<file path="config.mk">
export PLATFORM = sky130hd
export DESIGN_NAME = alu_result_skid
export DESIGN_NICKNAME = d
export VERILOG_FILES = /design/src/rtl/alu_result_skid.sv
export SDC_FILE = /design/constraint.sdc
export NUM_CORES = 1
export LEC_CHECK = 0
export BUFFER_PORTS_ARGS = -buffer_cell sky130_fd_sc_hd__buf_2
export CORE_AREA = 3 3 128 130
export CTS_CLUSTER_DIAMETER = 40
export DETAILED_ROUTE_END_ITERATION = 8
export DIE_AREA = 0 0 131 133
export PLACE_DENSITY = 0.47
export SYNTH_ARGS = -nofsm -noshare
export SYNTH_HDL_FRONTEND = slang
export SYNTH_SLANG_ARGS = --single-unit
</file>
<file path="constraint.sdc">
create_clock -name clk -period 2.74 [get_ports clk]
set_input_delay 0.411 -clock clk [delete_from_list [all_inputs] [get_ports clk]]
set_output_delay 0.411 -clock clk [all_outputs]
set_load 0.005 [all_outputs]
</file>
<file path="src/rtl/alu_result_skid.sv">
// rtl/alu_result_skid.sv - registered ALU result stage with 2-entry skid buffer, flags, tag and transfer counter
module alu_result_skid #(
    parameter int W     = 32,
    parameter int TAG_W = 4,
    parameter int CNT_W = 16
) (
    input  logic             clk,
    input  logic             rst,
    input  logic             in_valid,
    output logic             in_ready,
    input  logic [W-1:0]     in_y,
    input  logic [TAG_W-1:0] in_tag,
    output logic             out_valid,
    input  logic             out_ready,
    output logic [W-1:0]     out_y,
    output logic [TAG_W-1:0] out_tag,
    output logic             out_zero,
    output logic             out_neg,
    output logic             out_par,
    output logic [CNT_W-1:0] xfer_cnt
);

    // Entry layout: {tag, par, neg, zero, y}
    localparam int E_W = W + TAG_W + 3;

    typedef enum logic [1:0] {
        EMPTY = 2'd0,
        BUSY  = 2'd1,
        FULL  = 2'd2
    } state_t;

    state_t         state;
    state_t         state_nxt;
    logic [E_W-1:0] main_q;
    logic [E_W-1:0] skid_q;
    logic [E_W-1:0] in_entry;
    logic           in_ready_q;
    logic           acc_in;
    logic           acc_out;

    // Flags are derived once at capture and travel with the word.
    assign in_entry = {in_tag, ^in_y, in_y[W-1], (in_y == '0), in_y};

    assign out_valid = (state != EMPTY);
    assign in_ready  = in_ready_q;
    assign acc_in    = in_valid & in_ready_q;
    assign acc_out   = out_valid & out_ready;

    assign out_y    = main_q[W-1:0];
    assign out_zero = main_q[W];
    assign out_neg  = main_q[W+1];
    assign out_par  = main_q[W+2];
    assign out_tag  = main_q[E_W-1 -: TAG_W];

    always_comb begin
        state_nxt = state;
        case (state)
            EMPTY: if (acc_in) state_nxt = BUSY;
            BUSY: begin
                if (acc_in && !acc_out)      state_nxt = FULL;
                else if (!acc_in && acc_out) state_nxt = EMPTY;
            end
            FULL:    if (acc_out) state_nxt = BUSY;
            default: state_nxt = EMPTY;
        endcase
    end

    // in_ready is a flop loaded from the next state, so out_ready never reaches it combinationally.
    always_ff @(posedge clk or posedge rst) begin
        if (rst) begin
            state      <= EMPTY;
            in_ready_q <= 1'b0;
            main_q     <= '0;
            skid_q     <= '0;
            xfer_cnt   <= '0;
        end else begin
            state      <= state_nxt;
            in_ready_q <= (state_nxt != FULL);
            if (acc_in) xfer_cnt <= xfer_cnt + CNT_W'(1);
            case (state)
                EMPTY: if (acc_in) main_q <= in_entry;
                BUSY: begin
                    if (acc_in && acc_out) main_q <= in_entry;
                    else if (acc_in)       skid_q <= in_entry;
                end
                FULL:    if (acc_out) main_q <= skid_q;
                default: ;
            endcase
        end
    end

endmodule

</file>
Word-level counts from Yosys, hierarchy flattened
Cells that the tools add are included.
{ "op_classes": {"n_eq_ne": 6, "n_div": 0, "n_mux": 9, "n_shift": 0, "bitwise_logic": 3, "magnitude_cmp": 0, "reduce_logical": 12, "addsub": 1, "multipliers": 0} }
{ "ops": {"columns": ["cell", "n"], "rows": [
  ["$mux W39", 3],
  ["$pmux W39 S3", 1],
  ["$logic_not A32 Y1", 1],
  ["$reduce_xor A32 Y1", 1],
  ["$add A16 B1 Y16 const B", 1],
  ["$mux W2", 4],
  ["$ne A2 B2 Y1 const B", 4],
  ["$pmux W2 S3", 1],
  ["$reduce_and A4 Y1", 1],
  ["$logic_and A1 B1 Y1", 3],
  ["$reduce_and A3 Y1", 1],
  ["$reduce_bool A3 Y1", 1],
  ["$and A1 B1 Y1", 2],
  ["$eq A2 B1 Y1 const B", 1],
  ["$eq A2 B2 Y1 const B", 1],
  ["$logic_not A1 Y1", 2],
  ["$logic_not A2 Y1", 1],
  ["$reduce_bool A2 Y1", 1],
  ["$not A1 Y1", 1]
]} }
{ "word_totals": {"ramBits": 0, "regBits": 97, "mem_count": 0, "word_cells": 36, "mem_bits_ro": 0, "latch_bits": 0, "inputBits": 40, "output_inout_bits": 57} }

Depth between registers and ports, before layout
{ "depth": {"word_depth": 7, "ltp_mapped": 7, "ltp_nobuf": 7} }

Worst setup path before layout
OpenSTA, ideal clock, no wires.
{ "synth_path": {"kind": "input -> register", "start": "in in_y[8]", "end": "reg skid_q[34]", "path_buffers": 0, "setup_time_ns": 0.125, "t_required_ns": 2.615, "arrival_ns": 1.435, "stages": 7, "setup_slack_ns": 1.180, "path_cell_list": "inv_1 -> ha_1 -> xor2_1 -> xnor2_1 -> xnor2_1 -> xnor2_1 -> a21oi_1"} }
{ "synth_between": {"elab_chain_len": 1} }
{ "synth_rtl": {"columns": ["item", "line_no", "rtl"], "rows": [
  ["start, declared", "11", "input logic [W-1:0] in_y,"],
  ["$reduce_xor A32 Y1", "42", "assign in_entry = {in_tag, ^in_y, in_y[W-1], (in_y == '0), in_y};"],
  ["end signal, assigned", "84", "else if (acc_in) skid_q <= in_entry;"],
  ["end, declared", "35", "logic [E_W-1:0] skid_q;"]
]} }
No other way between the ends.
A chain may end at the register's enable or synchronous reset.

Worst setup path in the final report
{ "layout_path": {"start": "reg in_ready_q (netlist: in_ready)", "end": "reg skid_q[21]"} }
{ "layout_between": {"elab_chain_len": 4} }
{ "layout_rtl": {"columns": ["item", "line_no", "rtl"], "rows": [
  ["start, declared", "37", "logic in_ready_q;"],
  ["start signal, assigned", "78", "in_ready_q <= (state_nxt != FULL);"],
  ["$and A1 B1 Y1 (*)", "46", "assign acc_in = in_valid & in_ready_q;"],
  ["$logic_and A1 B1 Y1", "83", "if (acc_in && acc_out) main_q <= in_entry;"],
  ["$not A1 Y1 (no line)", null, null],
  ["$reduce_and A3 Y1 (no line) (*)", null, null]
]} }
Every way passes the cells marked *; elsewhere a longest branch is shown, timed or not.

==> flow_metrics.py <==
metrics = {
    "placement": {
        "portBuffers": 96,
        "dpl.hpwl_um": 6770,
        "place_ws_ns": 0.791,
        "placed_area_um2": 5250,
        "place.gp.congestion": 0.760,
    },
    "setup_path": {
        "end_kind": "flop",
        "required_ns": 2.97,
        "crit_arrival_ns": 2.05,
        "cp_max_fo": 39,
        "crit_path_start_kind": "flop",
        "criticalPathCategory": "reg -> reg",
    },
    "synth": {
        "syn_area_um2": 4560,
        "synth_top_area_cell": "dfrtp_1",
        "synth.avg_cell_area_um2": 11.5,
        "yosysWarnings": 0,
        "syn_nets": 453,
        "synth_common_cells": "dfrtp_1, nor2_1, a21oi_1",
        "synthCells": 396,
        "synth_area_leaders": "dfrtp_1, mux2i_1, mux2_2",
        "synth-main-ff-cell": "dfrtp_1",
        "synth_seq_area_share_pct": 52.1,
        "ys_types": 35,
        "ys_async_sr_fraction_pct": 100,
        "ys_ff_latch": 95,
        "synth.most_common_cell": "dfrtp_1",
        "synth.top_cell.area_share_pct": 52.1,
        "synth_edf_count": 0,
    },
    "drt": {
        "firstDrtPassIters": 4,
        "post-route-drc-count": 0,
        "drtIter0Drc": 83,
        "via_per_inst": 4.25,
        "routedWlPerCell_um": 13.8,
        "vias": 2989,
        "drt-total-wl_um": 9720,
        "ant_nets": 0,
    },
    "sta": {
        "setup_ws_ns": 0.920,
        "tns_ns": 0,
        "min_period_over_period_pct": 66.4,
        "maxSlewViolCount": 0,
        "fmax_mhz": 550,
        "rsz0062_at_grt": "no",
        "tightest_slew_ns": 0.596,
        "fin_skew_ns": 0.00679,
        "setup_viol": 0,
        "hold_viol_final": 0,
        "relSlewSlack_pct": 60.3,
        "layout_min_cycle_time_ns": 1.82,
    },
    "cells_and_area": {
        "final_util_pct": 36.5,
        "final_area_um2": 5580,
        "multi_input_area_um2": 1930,
        "syn_to_final_growth_pct": 22.2,
        "n_antenna_cell": 0,
        "drive_gt1_share_pct": 33.3,
        "nFillCells": 1553,
        "regArea_um2": 2380,
        "fin_nets": 546,
    },
    "power_and_ir_drop": {
        "switchingPower_uw": 1650,
        "p_clk_share_pct": 25.8,
        "ir_drop_mv": 0.282,
        "p_comb_share_pct": 30.5,
        "powerDensity_nw_per_um2": 974,
        "power_uw": 5430,
        "swShare_pct": 30.5,
        "intPower_uw": 3780,
        "power.leakage_uw": 0.00283,
        "p_seq_share_pct": 43.6,
    },
    "global_routing": {
        "antenna_found_initial": 0,
        "grt_pass1_vias": 3114,
        "grtUsageTotal_pct": 12.0,
        "grt_pass1_wl_um": 16300,
        "gr-total-overflow": 0,
        "grt_max_degree": 96,
    },
    "clocking": {
        "cts_buffers": 9,
        "cts.reportedPaths.clkPinSlew_ns": 0.06,
        "post_cts_resize_count": 0,
        "clk_latency_ns": 0.35,
        "clockRootBuffer": "clkbuf_16",
        "cts.sinks": 95,
        "cts_tree": "done",
        "cts_hold_buf": 0,
        "postCtsSetupBuffers": 0,
        "htreeDepth": 3,
        "clk_path_buf_depth": 2,
    },
    "run": {
        "maxCapViolCount": 0,
    },
    "outcome": {
        "status": "finished, final reports clean",
    },
    "min_path": {
        "hp-class": "in -> async",
    },
    "floorplanning": {
        "core_area_um2": 15300,
        "start_util_pct": 29.9,
        "dieArea_um2": 17400,
        "rows": 45,
        "dieHeight_um": 133,
        "die_w_um": 131,
        "ioPinCount": 97,
    },
}
flip-flops by register name (all words and copies together) (netlist names):
register  count
in_ready      1
main_q       38
skid_q       38
state         2
xfer_cnt     16
cells by family (layout without fill, tap and decap cells):
family | count (synthesis) | after routing | share of synthesized area, %
muxes | 76 | 76 | 18.4
AOI/OAI and AO/OA | 44 | 44 | 5.26
buffers and inverters | 53 | 150 | 5.62
DFF | 95 | 95 | 52.1
and+or+nand+nor | 81 | 81 | 8.25
adders and majority gates | 17 | 17 | 4.66
xor gates and xnor gates | 30 | 30 | 5.76
layout make-up:
cell class | instances | share of cell area [%]
flip-flops and latches | 95 | 42.6
multi-input cells | 248 | 34.7
repair buffers | 100 | 9.60
clock buffers | 12 | 4.78
well taps | 211 | 4.73
inverters | 35 | 2.42
clock inverters | 3 | 1.17
critical path: stages, from the launching register on:
cell and delay [ns]:
dfrtp_1 0.39, nand2_2 0.17, nor2_2 0.17, and2_4 0.56
mux2_2 0.40
per-layer routing:
layer	GRT usage (%)	vias to the layer above	part of all wire (%)
li1	-	1507	-
met1	16.5	1410	48
met2	17.3	58	45
met3	3.15	14	4.8
met4	5.77	0	2.4
met5	0	-	0
final timing paths:
| kind | start | endpoint | slack (ns) | cells past startpoint |
|---|---|---|---|---|
| min | rst | main_q[8]$_DFFE_PP0P_ | 0.19 | 3 |
| max reg2reg | in_ready$_DFF_PP0_ | skid_q[21]$_DFFE_PP0P_ | 0.92 | 4 |
| max | in_ready$_DFF_PP0_ | skid_q[21]$_DFFE_PP0P_ | 0.92 | 4 |
| min reg2reg | xfer_cnt[15]$_DFFE_PP0N_ | xfer_cnt[15]$_DFFE_PP0N_ | 0.47 | 1 |
| min in group clk | in_tag[1] | skid_q[36]$_DFFE_PP0P_ | 0.31 | 2 |
| max in group asynchronous | rst | skid_q[13]$_DFFE_PP0P_ | 2.12 | 3 |
layout by cell type, fill, tap and decap left out, types with 2 or more instances in the layout:
cell type	instances
dfrtp_1	95
xor2_1	7
xnor2_1	23
mux2_2	30
inv_1	34
clkbuf_16	9
buf_4	2
nor4_1	2
mux2i_1	38
nor2_1	47
clkbuf_8	3
bufinv_16	2
ha_1	17
nand2_1	10
nand3_1	5
nand4_1	5
mux2_4	8
buf_12	2
a21oi_1	40
buf_2	96
power groups by stage:
stage / clock network (uW) / registers, uW / logic (uW)
floorplan: 0 / 2380 / 1110
global placement: 0 / 2370 / 1670
detailed placement: 0 / 2400 / 1700
CTS: 1460 / 2380 / 1710
global route: 1520 / 2470 / 1870
finish: 1400 / 2370 / 1660
through the flow:
step,hold slack [ns],cells
after detailed placement,0.457,689
after CTS,0.221,704
after global placement,0.452,689
after global routing,0.262,704
final,0.194,704
after floorplan,0.465,396
(Power assumes the default switching activity.)
